## config.mk

```make
export PLATFORM = sky130hd
export DESIGN_NAME = shift_register
export DESIGN_NICKNAME = d
export VERILOG_FILES = /design/src/rtl/shift_register.sv
export SDC_FILE = /design/constraint.sdc
export NUM_CORES = 1
export LEC_CHECK = 0
export CORE_AREA = 2 2 39 41
export CTS_CLUSTER_SIZE = 30
export DETAILED_ROUTE_END_ITERATION = 16
export DIE_AREA = 0 0 41 43
export HOLD_SLACK_MARGIN = 0.02
export PLACE_DENSITY = 0.48
export SYNTH_ARGS = -nofsm -noshare
export SYNTH_HDL_FRONTEND = slang
export SYNTH_SLANG_ARGS = --single-unit
export TNS_END_PERCENT = 1
```

## constraint.sdc

```tcl
create_clock -name clk -period 1.9 [get_ports clk]
set_input_delay 0.38 -clock clk [delete_from_list [all_inputs] [get_ports clk]]
set_output_delay 0.38 -clock clk [all_outputs]
set_load 0.02 [all_outputs]
```

## src/rtl/shift_register.sv

```systemverilog
// shift_register: universal shift register with synchronous load, hold and bidirectional serial shift
module shift_register #(
  parameter int WIDTH = 4
) (
  input  logic             clk,
  input  logic             reset,
  input  logic             serial_in,
  input  logic [WIDTH-1:0] parallel_in,
  input  logic [1:0]       select,
  output logic [WIDTH-1:0] out
);
  // select-driven register update; unknown select falls through to hold
  always_ff @(posedge clk) begin
    if (reset) out <= '0;
    else
      case (select)
        2'b01:   out <= {serial_in, out[WIDTH-1:1]};
        2'b10:   out <= {out[WIDTH-2:0], serial_in};
        2'b11:   out <= parallel_in;
        default: out <= out;
      endcase
  end
endmodule

```

* Word level (Yosys, flattened, before mapping) *
Cells that the tools add are included.

operators by class
  equality and inequality tests = 3
  multiplexer cells = 1
  reductions and logical operators = 1

operators with widths
  operator                                        count
  one-hot mux 4 bit (3 select lines)              1
  == test 2 bit (second input constant)           2
  nonzero test 3 bit                              1
  == test 2 x 1 -> 1 bit (second input constant)  1

storage, ports and cells
  flip-flop bits (word level) = 4
  bits of input ports = 9
  output and inout port bits = 4
  word-level logic and storage cells = 6

* Longest topological paths before layout *
Gate-level depths: netlist (run 1).

  word-level depth = 2
  mapped depth = 2
  gate-level depth less buffers = 2

* Worst setup path before layout (run 1) *
OpenSTA, ideal clock, no wires.

  kind = input to register
  from = input port select[1]
  to = register out[0]
  setup time = 0.114 ns
  arrival time = 0.962 ns
  slack = 0.824 ns
  stages on the path = 2
  path buffers = 0
  cells stage by stage = mux4_2 > nor2b_1

on the way
  cells in the longest elaborated chain, start to end = 2
  elaborated cells on any way between the ends = 5

ends and longest elaborated chain
  what                                                                      RTL line  text
  start, declared                                                           9         input logic [1:0] select,
  == test 2 bit or == test 2 x 1 -> 1 bit (tied branches)                   16        case (select)
  one-hot mux 4 bit (3 select lines) or nonzero test 3 bit (tied branches)  n/a
  end signal, assigned                                                      17        2'b01: out <= {serial_in, out[WIDTH-1:1]};
  end signal, assigned                                                      18        2'b10: out <= {out[WIDTH-2:0], serial_in};
  end signal, assigned                                                      19        2'b11: out <= parallel_in;
  end, declared                                                             10        output logic [WIDTH-1:0] out

Several ways; a longest one is shown, not always the timed one.
A chain may end at the register's enable or synchronous reset.

* Final worst setup path (run 1) *
  from = register out[1]
  to = output port out[1]

No word-level cell between the ends.

==> reports/metrics.cfg, run 1 <==
[status]
status=finished, final reports clean

[power_and_ir_drop]
p_leak_nw=0.128
ir_worst_vdd_uv=230
powerDensity_nw_per_um2=710

[sta]
rsz0062_at_grt=false
skew_ns=0.00118
holdWs_ns=0.723
period_minus_slack_ns=1.60
tightest_slew_ns=0.221
slew_headroom=0.852
setup_viol=0
layout_setup_ws_ns=0.304
setup_tns_ns=0
finalCritPeriodShare=0.840
max_clock_freq_mhz=626
finalMaxSlewViolations=0
hold_violations=0

[yosys]
ys.warnings.count=0
async_reset_ff_frac=0
synthFlopType=dfxtp_1
netlist_area_um2=195
synth_area_leaders=mux4_2, dfxtp_1, nor2b_1
synth_area_leader_cell=mux4_2
yosysTopAreaCellShare=0.462
synthDistinctLibCells=3
avgSynthCellArea_um2=16.3
synthTopCellsByCount=dfxtp_1, mux4_2, nor2b_1
synth_edf_count=0
synth_cells=12
ys_seq_area_frac=0.410
ys_ff_latch=4
syn_nets=21

[die]
die_x_um=41
row_count=14
start_util=0.141
die_area_um2=1760
core_um2=1380
die_y_um=43
io_pins=13

[worst_setup_path]
r2r_start=out[1]$_SDFFE_PP0P_
crit_chain=clkdlybuf4s50_1
end_kind=output pin
cp-start-kind=flip-flop
path_buf_inv=1
worstPathRequired_ns=1.52
critPathKind=flip-flop to output pin
critPathLaunch=out[1]$_SDFFE_PP0P_
r2r_cells=2
crit_fanout=4
rr_endpoint=out[0]$_SDFFE_PP0P_
arrival_ns=1.22
cpLargestDelayFamily=buffers and inverters
rrSetupSlack_ns=0.87
slowest_stage=clkdlybuf4s50_1
cp_slowest_stage_delay_ns=0.62

[detailed_routing]
vias=172
via_per_inst=4.00
drt-total-wl_um=426
drt_iter0_drc=1
drc=0
wl_per_cell_um=9.91
ant_nets=0
first_pass_iters=2

[global_routing]
grt.overflow.total=0
antenna_found_initial=0
grt_usage=0.0658
grt_pass1_vias=193
grt_pass1_wl_um=738
grt_max_degree=5

[layout]
area_growth_pct=83.3
drive_gt1_frac=0.259
reg.largest.list=out x4
largest-register=out
antenna_cells=0
post-route-util=0.259
fillerInstances=144
nNetsFinal=38
largest_reg_flops=4

[clocking]
ctsHoldBuffers=0
cts_setup_buffers=0
cts_tree=done
h-tree-depth=1
clkTransAtPathRegs_ns=0.04
cts_sinks=4
cts.repair.resized=0
cts_made_buffers=3
cts_root_buffer=clkbuf_4
clock_latency_ns=0.23
clockBufferDepth=2

[placed_design]
gp_congestion=0.664
port_buffers=12
place_ws_ns=0.163

[worst_hold_path]
holdPathStages=2
whs_endpoint=out[3]$_SDFFE_PP0P_
min-delay-start=out[3]$_SDFFE_PP0P_
hp-class=flip-flop to flip-flop

[run]
drv_cap=0

[metal layers]
metal,global-route usage,part of all wire
met2,0.0750,0.40
met3,0.0471,0.13
met1,0.0858,0.47
met4,0.0400,0
met5,0,0
[per-stage QoR]
step	cell area [µm²]	power, mW	cells
floorplan	195	0.120	12
global placement	335	0.154	40
detailed placement	335	0.153	40
CTS	358	0.262	43
global route	358	0.269	43
finish	358	0.254	43
[logic make-up (layout without fill, tap and decap cells)]
kind of cell           Yosys count  count (layout)  synth area share
buffers and inverters            0              15                 0
muxes                            4               4             0.462
and+or+nand+nor                  4               4             0.128
DFF                              4               4             0.410
[where the power goes]
group / internal (mW) / switching, mW / leakage, nW / total [mW]
Clock: 0.0705 / 0.0320 / 0.0138 / 0.102
Combinational: 0.0394 / 0.0175 / 0.0808 / 0.0569
Sequential: 0.0901 / 0.00465 / 0.0329 / 0.0948
[worst max-delay path by stage]
| stage | to | slack, ns | depth (start not counted) |
|---|---|---|---|
| floorplan | out[0]$_SDFFE_PP0P_ | 0.82 | 2 |
| global placement | out[1]$_SDFFE_PP0P_ | 0.17 | 3 |
| detailed placement | out[2]$_SDFFE_PP0P_ | 0.16 | 3 |
| CTS | out[1] | 0.29 | 1 |
| global route | out[2] | 0.26 | 1 |
| finish | out[1] | 0.30 | 1 |
[area by class of cell]
type                       instances  area [µm²]  area share
clock buffer                       3        22.5      0.0629
multi-input combinational          8         115       0.322
sequential                         4        80.1       0.224
tap                               16        20.0      0.0559
timing repair buffer              12         120       0.336
[cells in the final DEF, fill, tap and decap left out, drive strengths merged]
cell type,instances
clkdlybuf4s50,12
mux4,4
nor2b,4
dfxtp,4
clkbuf,3
No activity file was read; power rests on OpenSTA's default activity.
==> run 2, diff against run 1 <==
--- a/config.mk
+++ b/config.mk
@@ -10,7 +10,7 @@
 export DETAILED_ROUTE_END_ITERATION = 16
 export DIE_AREA = 0 0 41 43
 export HOLD_SLACK_MARGIN = 0.02
-export PLACE_DENSITY = 0.48
+export PLACE_DENSITY = 0.49
 export SYNTH_ARGS = -nofsm -noshare
 export SYNTH_HDL_FRONTEND = slang
 export SYNTH_SLANG_ARGS = --single-unit
==> constraint.sdc (replaced) <==
create_clock -name clk -period 1.4 [get_ports clk]
set_input_delay 0.28 -clock clk [delete_from_list [all_inputs] [get_ports clk]]
set_output_delay 0.28 -clock clk [all_outputs]
set_load 0.02 [all_outputs]
==> run 2 against run 1 <==
Against the previous run: via count rose by 3.5%; core utilization rose by 0.72 points; worst setup slack got worse by 0.26 ns; global-route usage rose by 1.4 points; sequential share of layout area fell by 0.61 points; routed wire length rose by 17%; register-to-register slack got worse by 0.49 ns; first-iteration DRC count rose to 5.0 times the previous value.
==> reports/metrics.cfg, run 2 (synthesized netlist as in run 1, its figures left out) <==
[sta]
max_clock_freq_mhz=736
slew_headroom=0.856  ; +0.00333
setup_viol=0  ; unchanged
period_minus_slack_ns=1.36
finalMaxSlewViolations=0  ; unchanged
tightest_slew_ns=0.218  ; -0.00343 ns
hold_violations=0  ; unchanged
holdWs_ns=0.654  ; -0.0687 ns
finalCritPeriodShare=0.970
rsz0062_at_grt=false
skew_ns=0.00105  ; -0.000128 ns
layout_setup_ws_ns=0.0417  ; -0.262 ns

[detailed_routing]
via_per_inst=3.96  ; -1.1%
vias=178  ; +3.5%
wl_per_cell_um=11.1  ; +12%
first_pass_iters=2  ; unchanged
drc=0  ; unchanged
drt-total-wl_um=500  ; +17%
drt_iter0_drc=5  ; +4
ant_nets=0  ; unchanged

[placed_design]
gp_congestion=0.605  ; -8.9%
port_buffers=12  ; unchanged
postPlaceCellArea_um2=350  ; +4.5%
place_ws_ns=-0.214  ; -0.376 ns

[global_routing]
met2_usage=0.0844  ; +0.00938
gr-max-usage-layer=met4
grt.overflow.total=0  ; unchanged
grt_pass1_vias=209  ; +8.3%
use_met3=0.0471  ; unchanged
grtUsageMet1=0.0921  ; +0.00630
grt_max_degree=5  ; unchanged
antenna_found_initial=0  ; unchanged
grt_pass1_wl_um=828  ; +12%
grt_usage=0.0799  ; +0.0141

[worst_setup_path]
cp-start-kind=input pin
arrival_ns=1.48  ; +0.26 ns
crit_fanout=3  ; -1
path_buf_inv=1  ; unchanged
critPathLaunch=select[1]
cp_slowest_stage_delay_ns=0.55  ; -0.07 ns
crit_chain=clkdlybuf4s50_1, mux4_2, nor2b_1
cpLargestDelayFamily=buffers and inverters
slowest_stage=clkdlybuf4s50_1
worstPathRequired_ns=1.52  ; about the same
r2r_start=out[1]$_SDFFE_PP0P_
end_kind=flip-flop
critPathKind=input pin to flip-flop

[power_and_ir_drop]
internal_power_mw=0.270  ; +35%
clkPwrFrac=0.411  ; +0.008
p_leak_nw=0.153  ; +20%
powerDensity_nw_per_um2=950  ; +34%
p_sw_frac=0.228  ; +0.0148
sequentialPowerShare=0.370  ; -0.003
finalPower_mw=0.350  ; +38%
ir_worst_vdd_uv=174  ; -24%
combinationalPowerShare=0.220  ; -0.004
switchingPower_mw=0.0797  ; +47%

[status]
status=finished, final reports clean

[layout]
reg.largest.list=out x4
drive_gt1_frac=0.310  ; +0.0511
area_growth_pct=88.5
largest_reg_flops=4  ; unchanged
post-route-util=0.266  ; +0.00723
final_area_um2=368  ; +2.8%
final_common_cell=clkdlybuf4s50_1
mostFrequentLayoutCells=clkdlybuf4s50_1, mux4_2, nor2b_1, dfxtp_1, dlygate4sd2_1
nNetsFinal=40  ; +5.3%
largest-register=out
antenna_cells=0  ; unchanged

[clocking]
cts_made_buffers=3  ; unchanged
clkTransAtPathRegs_ns=0.04  ; about the same
cts_tree=done
h-tree-depth=1  ; unchanged
clockBufferDepth=2  ; unchanged
clock_latency_ns=0.24  ; about the same
cts_sinks=4  ; unchanged
cts_root_buffer=clkbuf_4

[worst_hold_path]
hp-class=input pin to flip-flop
min-delay-start=reset

[die]
start_util=0.141  ; unchanged
row_count=14  ; unchanged
die_x_um=41  ; unchanged
die_area_um2=1760  ; unchanged
die_y_um=43  ; unchanged
core_um2=1380  ; unchanged
io_pins=13  ; unchanged

[run]
drv_cap=0  ; unchanged

run 2: changes by cell type in the layout (fill, tap and decap cells not counted), sizes merged:
| cell | previous run | this run |
|---|---|---|
| clkdlybuf4s50 | 12 | 8 |
| dlygate4sd2 | 0 | 4 |
| buf | 0 | 2 |
run 2: metal layers:
layer	wire length (µm)	vias to the layer above
met2	196	17
met5	0	-
met3	78	2
met4	14	0
li1	-	84
met1	210	75
run 2: layout make-up:
cell class	count	area, µm²
Timing Repair Buffer	14	130
Multi-Input combinational cell	8	115
Sequential cell	4	80.1
Fill cell	153	1020
Clock buffer	3	22.5
Tap cell	16	20.0
run 2: final timing paths:
kind / to / slack (ns) / depth (start not counted)
setup / recovery: out[3]$_SDFFE_PP0P_ / 0.04 / 3
hold / removal: out[2]$_SDFFE_PP0P_ / 0.65 / 2
setup reg to reg: out[0]$_SDFFE_PP0P_ / 0.38 / 2
hold reg to reg: out[1]$_SDFFE_PP0P_ / 0.73 / 2
run 2: stage by stage:
stage | TNS (ns) | cells
floorplan | 0 | 12
global placement | -0.729 | 42
detailed placement | -0.822 | 42
CTS | 0 | 45
global route | 0 | 45
finish | 0 | 45
run 2: power groups by stage:
stage	combinational (mW)	sequential, mW	clock, mW
detailed placement	0.0828	0.131	0
floorplan	0.0250	0.138	0
finish	0.0768	0.129	0.144
CTS	0.0776	0.129	0.151
global placement	0.0814	0.131	0
global route	0.0817	0.131	0.161
run 2: repair_timing:
item	4_1_cts	5_1_grt
hold endpoints to repair	0	0
gates resized for setup	4	0
setup endpoints to repair	4	0
buffers inserted	0	0
hold buffers	0	0
run 2: worst reg2reg max path: stages (launching register included):
cell	delay, ns
dfxtp_1	0.32
mux4_2	0.45
nor2b_1	0.14
